===== src/rtl/keypad_scanner_pkg.sv =====
// Shared types and key map for the 4x3 keypad scanner.
package keypad_scanner_pkg;

  typedef enum logic [1:0] {
    S_IDLE,
    S_CONFIRM,
    S_HELD,
    S_RELEASE
  } state_t;

  localparam logic [3:0] KEY_STAR = 4'd10;
  localparam logic [3:0] KEY_HASH = 4'd11;
  localparam logic [3:0] KEY_NONE = 4'd15;

  // rows 0..2 hold digits 1..9 in reading order; row 3 is * 0 #
  function automatic logic [3:0] key_map(
    input logic [1:0] row,
    input logic [1:0] col
  );
    logic [3:0] code;
    code = {2'b00, row} * 4'd3 + {2'b00, col} + 4'd1;
    if (row == 2'd3) begin
      unique case (col)
        2'd0:    code = KEY_STAR;
        2'd1:    code = 4'd0;
        default: code = KEY_HASH;
      endcase
    end
    return code;
  endfunction

  function automatic logic [9:0] keypad_of(input logic [3:0] code);
    return (code <= 4'd9) ? (10'd1 << code) : 10'd0;
  endfunction

endpackage


===== src/rtl/keypad_row_decode.sv =====
// Turns one row's synchronized column levels into a key code.
module keypad_row_decode
  import keypad_scanner_pkg::*;
(
  input  logic [1:0] row_idx,
  input  logic [2:0] cols_n,
  output logic [3:0] code,
  output logic       hit,
  output logic       multi
);

  logic [2:0] low;

  always_comb begin
    low   = ~cols_n;
    hit   = |low;
    multi = (low[0] & low[1]) | (low[0] & low[2]) | (low[1] & low[2]);
    code  = KEY_NONE;
    if (low[0])
      code = key_map(row_idx, 2'd0);
    else if (low[1])
      code = key_map(row_idx, 2'd1);
    else if (low[2])
      code = key_map(row_idx, 2'd2);
  end

endmodule


===== src/rtl/keypad_scanner.sv =====
// Row-scanning 4x3 keypad reader with full-scan debounce.
module keypad_scanner
  import keypad_scanner_pkg::*;
#(
  parameter int SCAN_TICKS     = 1000,
  parameter int DEBOUNCE_SCANS = 4
) (
  input  logic       clock,
  input  logic       clrn,
  input  logic [2:0] col_n,
  output logic [3:0] row_n,
  output logic [9:0] keypad,
  output logic [3:0] key_code,
  output logic       key_valid,
  output logic       key_strobe
);

  localparam int TW = $clog2(SCAN_TICKS);
  localparam int CW = $clog2(DEBOUNCE_SCANS + 1);

  logic [2:0]    sync1_q, sync1_d, sync2_q, sync2_d;
  logic [TW-1:0] tick_q, tick_d;
  logic [1:0]    row_q, row_d;
  logic [3:0]    row_n_q, row_n_d;
  logic          acc_hit_q, acc_hit_d;
  logic          acc_multi_q, acc_multi_d;
  logic [3:0]    acc_code_q, acc_code_d;
  state_t        state_q, state_d;
  logic [3:0]    cand_q, cand_d;
  logic [CW-1:0] cnt_q, cnt_d;
  logic [9:0]    keypad_q, keypad_d;
  logic [3:0]    code_q, code_d;
  logic          valid_q, valid_d;
  logic          strobe_q, strobe_d;

  logic [3:0] row_code, scan_code;
  logic       row_hit, row_multi;
  logic       tick_last, scan_done, scan_hit, scan_multi;
  logic       key_ok, same, cnt_full, do_acc, do_rel;

  keypad_row_decode u_dec (
    .row_idx (row_q),
    .cols_n  (sync2_q),
    .code    (row_code),
    .hit     (row_hit),
    .multi   (row_multi)
  );

  always_comb begin
    sync1_d   = col_n;
    sync2_d   = sync1_q;
    tick_last = tick_q == TW'(SCAN_TICKS - 1);
    tick_d    = tick_last ? '0 : tick_q + TW'(1);
    row_d     = tick_last ? row_q + 2'd1 : row_q;
    row_n_d   = ~(4'b0001 << row_q);

    scan_hit   = acc_hit_q | row_hit;
    scan_multi = acc_multi_q | row_multi | (acc_hit_q & row_hit);
    scan_code  = row_hit ? row_code : acc_code_q;
    scan_done  = tick_last && (row_q == 2'd3);

    acc_hit_d   = acc_hit_q;
    acc_multi_d = acc_multi_q;
    acc_code_d  = acc_code_q;
    if (scan_done) begin
      acc_hit_d   = 1'b0;
      acc_multi_d = 1'b0;
      acc_code_d  = KEY_NONE;
    end else if (tick_last) begin
      acc_hit_d   = scan_hit;
      acc_multi_d = scan_multi;
      acc_code_d  = scan_code;
    end

    key_ok   = scan_done & scan_hit & ~scan_multi;
    same     = key_ok && (scan_code == cand_q);
    cnt_full = (int'(cnt_q) + 1) >= DEBOUNCE_SCANS;

    state_d  = state_q;
    cand_d   = cand_q;
    cnt_d    = cnt_q;
    do_acc   = 1'b0;
    do_rel   = 1'b0;
    if (scan_done) begin
      unique case (state_q)
        S_IDLE: if (key_ok) begin
          cand_d = scan_code;
          cnt_d  = CW'(1);
          if (DEBOUNCE_SCANS == 1) do_acc = 1'b1;
          else state_d = S_CONFIRM;
        end
        S_CONFIRM: begin
          if (!key_ok) state_d = S_IDLE;
          else if (!same) begin
            cand_d = scan_code;
            cnt_d  = CW'(1);
          end else if (cnt_full) do_acc = 1'b1;
          else cnt_d = cnt_q + CW'(1);
        end
        S_HELD: if (!same) begin
          cnt_d = CW'(1);
          if (DEBOUNCE_SCANS == 1) do_rel = 1'b1;
          else state_d = S_RELEASE;
        end
        S_RELEASE: begin
          if (same) state_d = S_HELD;
          else if (cnt_full) do_rel = 1'b1;
          else cnt_d = cnt_q + CW'(1);
        end
      endcase
    end

    keypad_d = keypad_q;
    code_d   = code_q;
    valid_d  = valid_q;
    strobe_d = 1'b0;
    if (do_acc) begin
      state_d  = S_HELD;
      keypad_d = keypad_of(scan_code);
      code_d   = scan_code;
      valid_d  = 1'b1;
      strobe_d = 1'b1;
    end
    if (do_rel) begin
      state_d  = S_IDLE;
      keypad_d = '0;
      code_d   = KEY_NONE;
      valid_d  = 1'b0;
    end
  end

  always_ff @(posedge clock or negedge clrn) begin
    if (!clrn) begin
      sync1_q     <= 3'b111;
      sync2_q     <= 3'b111;
      tick_q      <= '0;
      row_q       <= 2'd0;
      row_n_q     <= 4'b1110;
      acc_hit_q   <= 1'b0;
      acc_multi_q <= 1'b0;
      acc_code_q  <= KEY_NONE;
      state_q     <= S_IDLE;
      cand_q      <= KEY_NONE;
      cnt_q       <= '0;
      keypad_q    <= '0;
      code_q      <= KEY_NONE;
      valid_q     <= 1'b0;
      strobe_q    <= 1'b0;
    end else begin
      sync1_q     <= sync1_d;
      sync2_q     <= sync2_d;
      tick_q      <= tick_d;
      row_q       <= row_d;
      row_n_q     <= row_n_d;
      acc_hit_q   <= acc_hit_d;
      acc_multi_q <= acc_multi_d;
      acc_code_q  <= acc_code_d;
      state_q     <= state_d;
      cand_q      <= cand_d;
      cnt_q       <= cnt_d;
      keypad_q    <= keypad_d;
      code_q      <= code_d;
      valid_q     <= valid_d;
      strobe_q    <= strobe_d;
    end
  end

  assign row_n      = row_n_q;
  assign keypad     = keypad_q;
  assign key_code   = code_q;
  assign key_valid  = valid_q;
  assign key_strobe = strobe_q;

endmodule


===== config.mk =====
export PLATFORM = sky130hd
export DESIGN_NAME = keypad_scanner
export DESIGN_NICKNAME = d
export VERILOG_FILES = /design/src/rtl/keypad_scanner_pkg.sv /design/src/rtl/keypad_row_decode.sv /design/src/rtl/keypad_scanner.sv
export SDC_FILE = /design/constraint.sdc
export NUM_CORES = 1
export LEC_CHECK = 0
export BUFFER_PORTS_ARGS = -buffer_cell sky130_fd_sc_hd__buf_2
export CORE_MARGIN = 4
export CORE_UTILIZATION = 45
export CTS_CLUSTER_SIZE = 28
export DETAILED_ROUTE_END_ITERATION = 12
export PLACE_DENSITY = 0.66
export REMOVE_ABC_BUFFERS = 1
export SLEW_MARGIN = 10
export SYNTH_ARGS = -nofsm -noshare
export SYNTH_HDL_FRONTEND = slang
export SYNTH_HIERARCHICAL = 1
export SYNTH_SLANG_ARGS = --single-unit

===== constraint.sdc =====
create_clock -name clock -period 2.8 [get_ports clock]
set_input_delay 0.56 -clock clock [delete_from_list [all_inputs] [get_ports clock]]
set_output_delay 0.56 -clock clock [all_outputs]
set_load 0.02 [all_outputs]

==> results.sh <==
export IMPL_status="finished clean"
export IMPL_vdd_drop_max_uv=218
export IMPL_cp_top_family="compound AO/OA/AOI/OAI gates"
export IMPL_antenna_found_initial=0
export IMPL_crit_slowest_cell="dfrtp_2"
export IMPL_worstSetupPathType="flip-flop to flip-flop"
export IMPL_final_setup_skew_ns=0.00642
export IMPL_leakagePower_nw=1.38
export IMPL_drtPass1Iterations=4
export IMPL_synth_edf_count=0
export IMPL_drc=0
export IMPL_path_cells="ha_1 > o32ai_2 > mux2i_2 > xnor2_1 > nor4_4 > and2_2 > a21oi_1 > o2bb2a_2"
export IMPL_drtIter0Drc=112
export IMPL_routed_wl_mm=5.27
export IMPL_clk_pin_slew_ns=0.10
export IMPL_syn_inst=237
export IMPL_avgSynthCellArea_sq_um=11.2
export IMPL_ys_seq_area_share_pct=51.2
export IMPL_power_density_nw_per_um2=424
export IMPL_synth_top_family_by_area="compound AO/OA/AOI/OAI gates"
export IMPL_fin_crit_ns=2.66
export IMPL_ctsHoldBuffers=0
export IMPL_cts_made_buffers=5
export IMPL_wl_per_cell_microns=15.2
export IMPL_setup_tns_ns=0
export IMPL_tightest_slew_ns=0.497
export IMPL_drive_gt1_share_pct=37.1
export IMPL_synthMuxAreaShare_pct=5.82
export IMPL_n_antenna_cell=0
export IMPL_clockBufferDepth=2
export IMPL_ys_types=49
export IMPL_vias=1893
export IMPL_start_util_pct=47.1
export IMPL_netlist_area_sq_um=2640
export IMPL_end_kind="flip-flop"
export IMPL_yosys_area_share_simple_pct=13.4
export IMPL_path_buf_inv=0
export IMPL_ys_warnings_count=6
export IMPL_grt_pass1_wl_mm=9.56
export IMPL_hold_ws_ns=0.204
export IMPL_cts_sinks=53
export IMPL_track_usage_pct=16.2
export IMPL_die_height_microns=84.7
export IMPL_power_mw=1.31
export IMPL_critPathLaunchType="flip-flop"
export IMPL_ys_ff_latch=53
export IMPL_synth_async_reset_ratio_pct=100
export IMPL_min_path_type="input pin to asynchronous set/reset pin"
export IMPL_die_x_microns=84.7
export IMPL_ant_nets=0
export IMPL_timing_final_crit_share_pct=95.1
export IMPL_area_growth_synth_to_final_pct=16.9
export IMPL_row_count=27
export IMPL_fmaxAchievable_mhz=375
export IMPL_grt_pass1_vias=1988
export IMPL_ioPinCount=25
export IMPL_synth_ff_type="dfrtp_1"
export IMPL_portBuffers=24
export IMPL_clock_latency_ns=0.30
export IMPL_dp_slack_ns=-0.158
export IMPL_drv_cap=0
export IMPL_htree_num_levels=2
export IMPL_grt_max_degree=33
export IMPL_critical_path_peak_fanout=7
export IMPL_finalHoldViolCount=0
export IMPL_clock_root_buffer="clkbuf_8"
export IMPL_timing_final_max_slew_violations=0
export IMPL_dpl_hpwl_mm=3.72
export IMPL_cts_setup_buffers=0
export IMPL_post_synth_fa_ha_maj_area_fraction_pct=5.68
export IMPL_critPathMaxStageDelay_ns=0.47
export IMPL_finalSetupViolCount=0
export IMPL_viasPerCell=5.46
export IMPL_synth_compound_area_share_pct=16.0
export IMPL_core_sq_um=5610
export IMPL_grt_ovfl_total=0
export IMPL_worst_slew_margin_rel_pct=66.8
export IMPL_worst_ep_required_time_ns=3.04
export IMPL_timing_final_ws_setup_ns=0.137
export IMPL_cp_arrival_ns=2.90
export IMPL_layout_nets=291
export IMPL_gp_congestion=0.794
export IMPL_cts_tree="done"
export IMPL_synthXorXnorAreaFrac_pct=3.98
export IMPL_die_area_sq_um=7170
## logic make-up after synthesis
logic type	count (synthesis)
compound gates	61
fa+ha+maj	12
mux	14
flops	53
buf+inv	22
xor+xnor	12
simple gates	63
## sequential cells by signal, indices dropped and copies added (netlist names)
register,count
key_strobe,1
sync2_q,3
acc_multi_q,1
keypad,10
state_q,2
tick_q,10
cnt_q,3
row_q,2
acc_hit_q,1
row_n,4
cand_q,4
sync1_q,3
key_valid,1
acc_code_q,4
key_code,4
## final cells by class
type | instances | area, sq um
Clock inverter | 3 | 21.3
Tap cell | 72 | 90.1
Clock buffer | 5 | 68.8
Timing Repair Buffer | 38 | 238
Sequential cell | 53 | 1350
Fill cell | 503 | 2520
Inverter | 14 | 52.6
Multi-Input combinational cell | 162 | 1270
## synth_stat cells (3+ instances only)
cell	count	area [sq um]
a2bb2oi_1	3	26.3
and3_1	5	31.3
nand3_1	6	30.0
nor2_1	18	67.6
ha_1	12	150
dfstp_2	21	552
xnor2_1	9	78.8
mux2_2	8	90.1
o2bb2ai_1	10	87.6
clkbuf_1	5	18.8
o22ai_1	4	25.0
o21ai_0	12	60.1
mux2i_1	5	50.1
inv_1	13	48.8
dfrtp_1	32	801
a31oi_1	6	37.5
nand2_1	14	52.6
xor2_1	3	26.3
buf_6	3	33.8
a21oi_1	9	45.0
## metal layers
layer / track usage [%] / vias up / wire [microns] / share of wire [%]
li1: - / 920 / - / -
met5: 0 / - / 0 / 0
met4: 4.75 / 0 / 53 / 1.0
met3: 2.94 / 4 / 155 / 2.9
met1: 22.4 / 940 / 2540 / 48
met2: 25.8 / 29 / 2520 / 48
## stage by stage
step,utilization [%],instance area (sq um),cells
after floorplan,-,2590,229
after global placement,52.2,2930,339
after detailed placement,52.2,2930,339
after CTS,53.9,3020,347
after global routing,55.1,3090,347
final,55.1,3090,347
## worst paths after layout
path,start,end,slack (ns),cells after the start
max in group asynchronous,clrn,row_n[2],1.98,2
worst max register to register,row_q[0],key_code[2],0.14,8
min in group clock,col_n[1],sync1_q[1],0.34,1
worst min register to register,sync1_q[2],sync2_q[2],0.36,0
worst max-delay path,row_q[0],key_code[2],0.14,8
worst min-delay path,clrn,keypad[6],0.20,1
## power by group
group | internal (mW) | total [mW] | switching (mW)
logic | 0.0365 | 0.0914 | 0.0549
registers | 0.774 | 0.779 | 0.00463
clock network | 0.178 | 0.441 | 0.263
total | 0.989 | 1.31 | 0.323
## layout by cell type, fill, tap and decap left out, types with 3 or more instances in the layout
master,n
dfrtp_1,31
clkbuf_8,5
buf_2,24
a31oi_1,6
mux2_2,8
ha_1,12
xnor2_1,7
o2bb2ai_1,10
dfstp_2,21
nor2_1,18
o21ai_0,11
inv_1,12
nand2_1,14
buf_4,13
and3_1,5
o22ai_1,4
xor2_1,3
a21oi_1,9
a2bb2oi_1,3
nand3_1,5
## timing repair
action	4_1_cts	5_1_grt
pin swaps	0	2
resized for setup	2	13
endpoints found under the setup margin	11	22
Power figures use the tool's default switching activity.
